**src/rtl/xor_share_arb.sv**
```systemverilog
// xor_share_arb: two requesters share a single WIDTH-bit XOR datapath.
//
// The arbiter grants one operand pair at a time using round-robin order.
// It latches the operands and pushes them through the xorval datapath.
// The result is presented on a registered valid/ready port, tagged with
// the id of the requester that owns it.
//
// Each operation goes through three states:
//   IDLE  accept (arbitrate and latch the operands)
//   EXEC  compute (register the XOR result)
//   OUT   present (hold the result until the consumer takes it)
//
// Optional build macro XOR_SHARE_PARITY_EN:
//   Adds output res_parity. It is the reduction XOR of the registered
//   result and follows the same timing as res_data.

// Bitwise XOR datapath shared by both requesters.
module xorval #(
  parameter int WIDTH = 16
) (
  input  logic [WIDTH-1:0] a_i,
  input  logic [WIDTH-1:0] b_i,
  output logic [WIDTH-1:0] c_o
);

  assign c_o = a_i ^ b_i;

endmodule

module xor_share_arb #(
  parameter int WIDTH = 16
) (
  input  logic             clk,
  input  logic             rst_n,
  // requester 0
  input  logic             req0_valid,
  output logic             req0_ready,
  input  logic [WIDTH-1:0] req0_a,
  input  logic [WIDTH-1:0] req0_b,
  // requester 1
  input  logic             req1_valid,
  output logic             req1_ready,
  input  logic [WIDTH-1:0] req1_a,
  input  logic [WIDTH-1:0] req1_b,
  // result port
  output logic             res_valid,
  input  logic             res_ready,
  output logic [WIDTH-1:0] res_data,
  output logic             res_id
`ifdef XOR_SHARE_PARITY_EN
  ,
  output logic             res_parity
`endif
);

  typedef enum logic [1:0] {
    IDLE = 2'd0,
    EXEC = 2'd1,
    OUT  = 2'd2
  } state_t;

  state_t           state_q, state_d;
  logic             last_q, last_d;   // id of the most recent grant
  logic [WIDTH-1:0] a_q, a_d;
  logic [WIDTH-1:0] b_q, b_d;
  logic             id_q, id_d;
  logic             res_valid_q, res_valid_d;
  logic [WIDTH-1:0] res_data_q, res_data_d;
  logic             res_id_q, res_id_d;
`ifdef XOR_SHARE_PARITY_EN
  logic             res_parity_q, res_parity_d;
`endif

  logic             grant0, grant1;
  logic [WIDTH-1:0] xor_c;

  // Shared datapath works on the latched operands only, so operand
  // changes after the accepting edge cannot reach the result.
  xorval #(.WIDTH(WIDTH)) u_xorval (
    .a_i (a_q),
    .b_i (b_q),
    .c_o (xor_c)
  );

  // Round-robin grant: a lone valid request wins outright. On a tie,
  // the requester that was not served last time wins.
  always_comb begin
    grant0 = 1'b0;
    grant1 = 1'b0;
    if (state_q == IDLE) begin
      grant0 = req0_valid && (!req1_valid || last_q);
      grant1 = req1_valid && (!req0_valid || !last_q);
    end
  end

  // Next-state and next-register logic for the accept/compute/present FSM.
  always_comb begin
    // NOTE: every signal assigned here gets a default first, so no path
    // can leave it unassigned and infer a latch.
    state_d     = state_q;
    last_d      = last_q;
    a_d         = a_q;
    b_d         = b_q;
    id_d        = id_q;
    res_valid_d = res_valid_q;
    res_data_d  = res_data_q;
    res_id_d    = res_id_q;
`ifdef XOR_SHARE_PARITY_EN
    res_parity_d = res_parity_q;
`endif

    unique case (state_q)
      IDLE: begin
        if (grant0) begin
          a_d     = req0_a;
          b_d     = req0_b;
          id_d    = 1'b0;
          last_d  = 1'b0;
          state_d = EXEC;
        end else if (grant1) begin
          a_d     = req1_a;
          b_d     = req1_b;
          id_d    = 1'b1;
          last_d  = 1'b1;
          state_d = EXEC;
        end
      end

      EXEC: begin
        res_data_d  = xor_c;
        res_id_d    = id_q;
        res_valid_d = 1'b1;
`ifdef XOR_SHARE_PARITY_EN
        res_parity_d = ^xor_c;
`endif
        state_d     = OUT;
      end

      OUT: begin
        // Data and id stay put after the handshake. Only valid drops.
        if (res_ready) begin
          res_valid_d = 1'b0;
          state_d     = IDLE;
        end
      end

      default: begin
        res_valid_d = 1'b0;
        state_d     = IDLE;
      end
    endcase
  end

  // State and datapath registers with asynchronous active-low reset.
  always_ff @(posedge clk or negedge rst_n) begin
    if (!rst_n) begin
      // NOTE: every register here, including the operand registers, has a
      // defined reset value. A result therefore never exposes stale data
      // after reset.
      state_q     <= IDLE;
      last_q      <= 1'b1;   // so requester 0 wins the first tie
      a_q         <= '0;
      b_q         <= '0;
      id_q        <= 1'b0;
      res_valid_q <= 1'b0;
      res_data_q  <= '0;
      res_id_q    <= 1'b0;
`ifdef XOR_SHARE_PARITY_EN
      res_parity_q <= 1'b0;
`endif
    end else begin
      // NOTE: sequential state uses non-blocking assignments only, so all
      // registers update together from the values held before the edge.
      state_q     <= state_d;
      last_q      <= last_d;
      a_q         <= a_d;
      b_q         <= b_d;
      id_q        <= id_d;
      res_valid_q <= res_valid_d;
      res_data_q  <= res_data_d;
      res_id_q    <= res_id_d;
`ifdef XOR_SHARE_PARITY_EN
      res_parity_q <= res_parity_d;
`endif
    end
  end

  assign req0_ready = grant0;
  assign req1_ready = grant1;
  assign res_valid  = res_valid_q;
  assign res_data   = res_data_q;
  assign res_id     = res_id_q;
`ifdef XOR_SHARE_PARITY_EN
  assign res_parity = res_parity_q;
`endif

endmodule
```
**config.mk**
```make
export PLATFORM = sky130hd
export DESIGN_NAME = xor_share_arb
export DESIGN_NICKNAME = d
export VERILOG_FILES = /design/src/rtl/xor_share_arb.sv
export SDC_FILE = /design/constraint.sdc
export NUM_CORES = 1
export LEC_CHECK = 0
export CAP_MARGIN = 25
export CORE_MARGIN = 3
export CORE_UTILIZATION = 50
export DETAILED_ROUTE_END_ITERATION = 10
export PLACE_DENSITY = 0.85
export SLEW_MARGIN = 5
export SYNTH_ARGS = -nofsm -noshare
export SYNTH_HDL_FRONTEND = slang
export SYNTH_SLANG_ARGS = --single-unit
```
**constraint.sdc**
```tcl
create_clock -name clk -period 3.6 [get_ports clk]
set_clock_uncertainty 0.2 [all_clocks]
set_input_delay 0.9 -clock clk [delete_from_list [all_inputs] [get_ports clk]]
set_output_delay 0.9 -clock clk [all_outputs]
set_load 0.01 [all_outputs]
```
### After elaboration in Yosys (flattened, before gate mapping)

Index checks and enable logic that the tools add are counted.

* memory bits (writable): 0
* ROM bits: 0
* register bits after elaboration: 54
* memories kept: 0
* output and inout bits: 20
* bits in latches: 0

* bitwise logic cells: 2
* muxes and demuxes: 14
* $mul: 0
* reduce and logical (&&, ||, !) cells: 12
* equal/unequal tests: 4
* add/subtract/negate cells: 0
* div/mod/pow operators: 0
* magnitude comparators: 0
* shift-type cells: 0

Operator list (number)
* 16-bit two-way mux: 4
* 16-bit XOR: 1
* 2-bit two-way mux: 3
* 2-bit case mux with 3 select lines: 1
* 2-bit AND reduction: 3
* 1-bit two-way mux: 5
* 1-bit logical NOT: 3
* 3-bit != test (second input constant): 1
* 1-bit case mux with 3 select lines: 1
* 2-bit by 1-bit == test with 1-bit output (second input constant): 1
* 2-bit == test (second input constant): 1
* 1-bit logical AND: 2
* 2-bit logical NOT: 1
* 1-bit logical OR: 2
* 2-bit != test (second input constant): 1
* 2-bit nonzero test: 1
* 1-bit NOT: 1

### Longest topological paths before layout

* word-level depth: 7
* depth in mapped cells: 6
* mapped depth without buffers: 3

### Modules after synthesis

Synthesis repeated with hierarchy kept, for this count alone.

* cell total of the unflattened synthesis: 257
* area, all modules: 2850.2 µm²

By module, submodules not included
* xor_share_arb: times used 1, area each 2710.1 µm², cells an instance 241
* xorval: times used 1, area each 140.1 µm², cells an instance 16

### Worst setup path before layout

Ideal clock, no wire load.

* path type: in2out
* start point: in req0_valid
* end point: out req0_ready
* path buffers: 2
* stages: 4
* path slack: 885 ps
* required time: 2500 ps
* arrival: 1615 ps
* cells stage by stage: nor3b_4 and2_4 buf_6 buf_12

* longest elaborated chain between the ends: 2

Ends and longest elaborated chain
* start: declaration: line 36 `input logic req0_valid,`
* 1-bit logical AND: line 91 `grant0 = req0_valid && (!req1_valid || last_q);`
* 1-bit two-way mux: line 90 `if (state_q == IDLE) begin`
* end: declaration: line 37 `output logic req0_ready,`

Every way passes these cells.

### Final worst setup path

* start point: in req0_valid
* end point: out req1_ready

* longest elaborated chain between the ends: 4

Ends and longest elaborated chain
* 1-bit logical NOT: line 92 `grant1 = req1_valid && (!req0_valid || !last_q);`
* 1-bit logical OR: line 92
* 1-bit logical AND: line 92
* 1-bit two-way mux: line 90
* end: declaration: line 42 `output logic req1_ready,`

Every way passes these cells.

==> impl_metrics.yaml <==
power_and_ir_drop:
  power_frac_clock_pct: 13.1
  p_comb_share_pct: 49.9
  power.net_switching_uw: 1180
  cellInternalPower_uw: 1880
  finalPower_uw: 3060
  p_leak_uw: 0.00158
  vdd_drop_max_mv: 0.519
  seqPwrFrac_pct: 36.9
  power_density_nw_per_um2: 791
  swShare_pct: 38.4
timing:
  finalHoldViolCount: 0
  tightest_slew_ns: 0.927
  hold-worst-slack_ns: 0.284
  fmax_mhz: 291
  rsz0062_at_grt: "no"
  fin_crit_ns: 3.44
  slew_viol_final: 0
  relSlewSlack_pct: 38.2
  tns_ns: 0
  finalSetupViolations: 0
  period_share_pct: 95.4
yosys:
  syn-cell-area_um2: 2870
  yosys.cell_count.top_type: "dfrtp_1"
  synthDistinctLibCells: 24
  ys_seq_area_share_pct: 47.2
  synth_top_area_share_pct: 46.3
  synth_area_leaders: "dfrtp_1 46%, o311ai_2 16%, o21ai_0 8.4%"
  ys_async_sr_fraction_pct: 100
  synth_edf_count: 0
  yosysWarnings: 0
  yosys.area.top_type: "dfrtp_1"
  syn_area_per_cell_um2: 10.4
  synth_cells: 276
  synth_top_flop_cell: "dfrtp_1"
  ys_top_cells_by_count: "53 x dfrtp_1, 48 x o21ai_0, 34 x inv_1, 32 x nand3_1, 28 x o311ai_2"
  ys_ff_latch: 54
  synth_fp_nets: 345
placed_design:
  placed_area_um2: 3730
  gp_congestion: 0.812
  post-dp-hpwl_um: 4770
  io_buffers: 88
worst_setup_path:
  cp-start-kind: "input port"
  reg2reg_to: "b_q[11]$_DFFE_PN0P_"
  worstSetupPathType: "in2out"
  r2r-start: "state_q[0]$_DFFE_PN0P_"
  arrival_ns: 2.34
  reg2regPathDepth: 3
  r2r_slack_ns: 1.60
  cp_max_fo: 3
  critPathRequiredTime_ns: 2.50
  crit_path_end_kind: "output port"
clock_network:
  cts_sinks: 54
  h-tree-depth: 2
  post_cts_buffers: 0
  clk_pin_slew_ns: 0.09
  cts_made_buffers: 5
  cts_root_buffer: "clkbuf_8"
  cts_tree: "yes"
  postCtsHoldBufs: 0
  insertion_delay_ns: 0.31
  cts_resized: 0
  cts.path.max_buffers: 2
job:
  max-cap-violations: 0
floorplanning:
  die_y_um: 81.7
  start_util_pct: 53.7
  die_w_um: 81.7
  std_cell_rows: 26
  dieArea_um2: 6680
  coreArea_um2: 5340
  io_pins: 89
global_route:
  track_usage_pct: 21.8
  grt_pass1_wl_um: 11100
  antenna_found_initial: 0
  grt_pass1_vias: 2333
  grt-ovfl-total: 0
  grt_max_degree: 55
cells_and_area:
  insertedDiodeCount: 0
  area_growth_pct: 35.0
  drive_above_1_share_pct: 14.0
  finalNetCount: 424
  final_cell_area_um2: 3870
routing:
  ant_nets: 0
  drtPass1Iterations: 4
  vias: 2371
  viasPerCell: 5.57
  wl_um: 6870
  wire_per_inst_um: 16.1
  drc: 0
  drt_iter0_drc: 142
min_path:
  holdCritStartpoint: "res_valid$_DFFE_PN0P_"
  hold_depth: 1
  hold_path_end: "res_valid$_DFFE_PN0P_"
  hp-class: "reg2reg"
outcome:
  outcome: "finished clean"
## registers in the layout, summed over array words and instances (netlist names)
signal     cells
id_q           1
state_q        2
res_valid      1
res_id         1
b_q           16
last_q         1
res_data      16
a_q           16
## layout make-up
type / count / area, um^2
inverter: 34 / 128
fill: 429 / 1470
timing repair buffer: 96 / 947
clock buffer: 6 / 72.6
tap: 70 / 87.6
multi-input combinational: 164 / 1240
sequential: 54 / 1350
clock inverter: 2 / 37.5
## through the flow
| stage | utilization (%) | worst slack, ns | std cells |
|---|---|---|---|
| after detailed placement | 70.0 | 0.187 | 416 |
| after CTS | 72.0 | 0.187 | 424 |
| final | 72.5 | 0.164 | 426 |
| after floorplan | - | 0.885 | 276 |
| after global placement | 70.0 | 0.234 | 416 |
| after global routing | 72.5 | 0.117 | 426 |
## how the worst max path moves through the flow
stage / from / endpoint / slack [ns] / cells past startpoint
6_report: req0_valid / req1_ready / 0.16 / 5
4_1_cts: req0_valid / req1_ready / 0.19 / 5
3_3_place_gp: req0_valid / req0_ready / 0.23 / 4
5_1_grt: req0_valid / req1_ready / 0.12 / 5
2_1_floorplan: req0_valid / req0_ready / 0.88 / 4
3_5_place_dp: req0_valid / req1_ready / 0.19 / 5
## critical path, cell delays in order
cell             delay, ns
clkdlybuf4s50_1       0.44
buf_4                 0.17
and2_1                0.17
nor2_1                0.11
clkdlybuf4s50_1       0.55
## per-layer routing
layer / routed length (um) / vias up / part of all wire [%] / track usage [%]
met5: 0 / - / 0 / 0
met4: 212 / 0 / 3.1 / 9.47
met3: 427 / 15 / 6.2 / 4.82
met2: 3360 / 92 / 49 / 35.9
met1: 2870 / 1147 / 42 / 27.7
li1: - / 1117 / - / -
## cell usage in the layout, fill, tap and decap left out, types with 5 or more instances in the layout
cell / instances
buf_4: 6
clkbuf_8: 5
clkdlybuf4s50_1: 87
dfrtp_1: 53
inv_1: 34
nand2_1: 20
nand3_1: 32
o21ai_0: 47
o311ai_2: 28
xnor2_1: 16
## cells by family after synthesis
kind of cell	Yosys count	share of synthesized area, %
AO/OA/AOI/OAI	85	27.1
XOR/XNOR	16	4.89
buffers and inverters	58	9.91
flip-flops	54	47.2
multiplexers	1	0.349
AND/OR/NAND/NOR	62	10.6
## power by group through the flow
stage,clock network (uW),registers (uW),logic (uW)
global placement,0,1130,1460
global route,439,1170,1680
floorplan,0,1140,1040
finish,402,1130,1530
detailed placement,0,1150,1520
CTS,409,1130,1520
No activity file was read; power rests on OpenSTA's default activity.
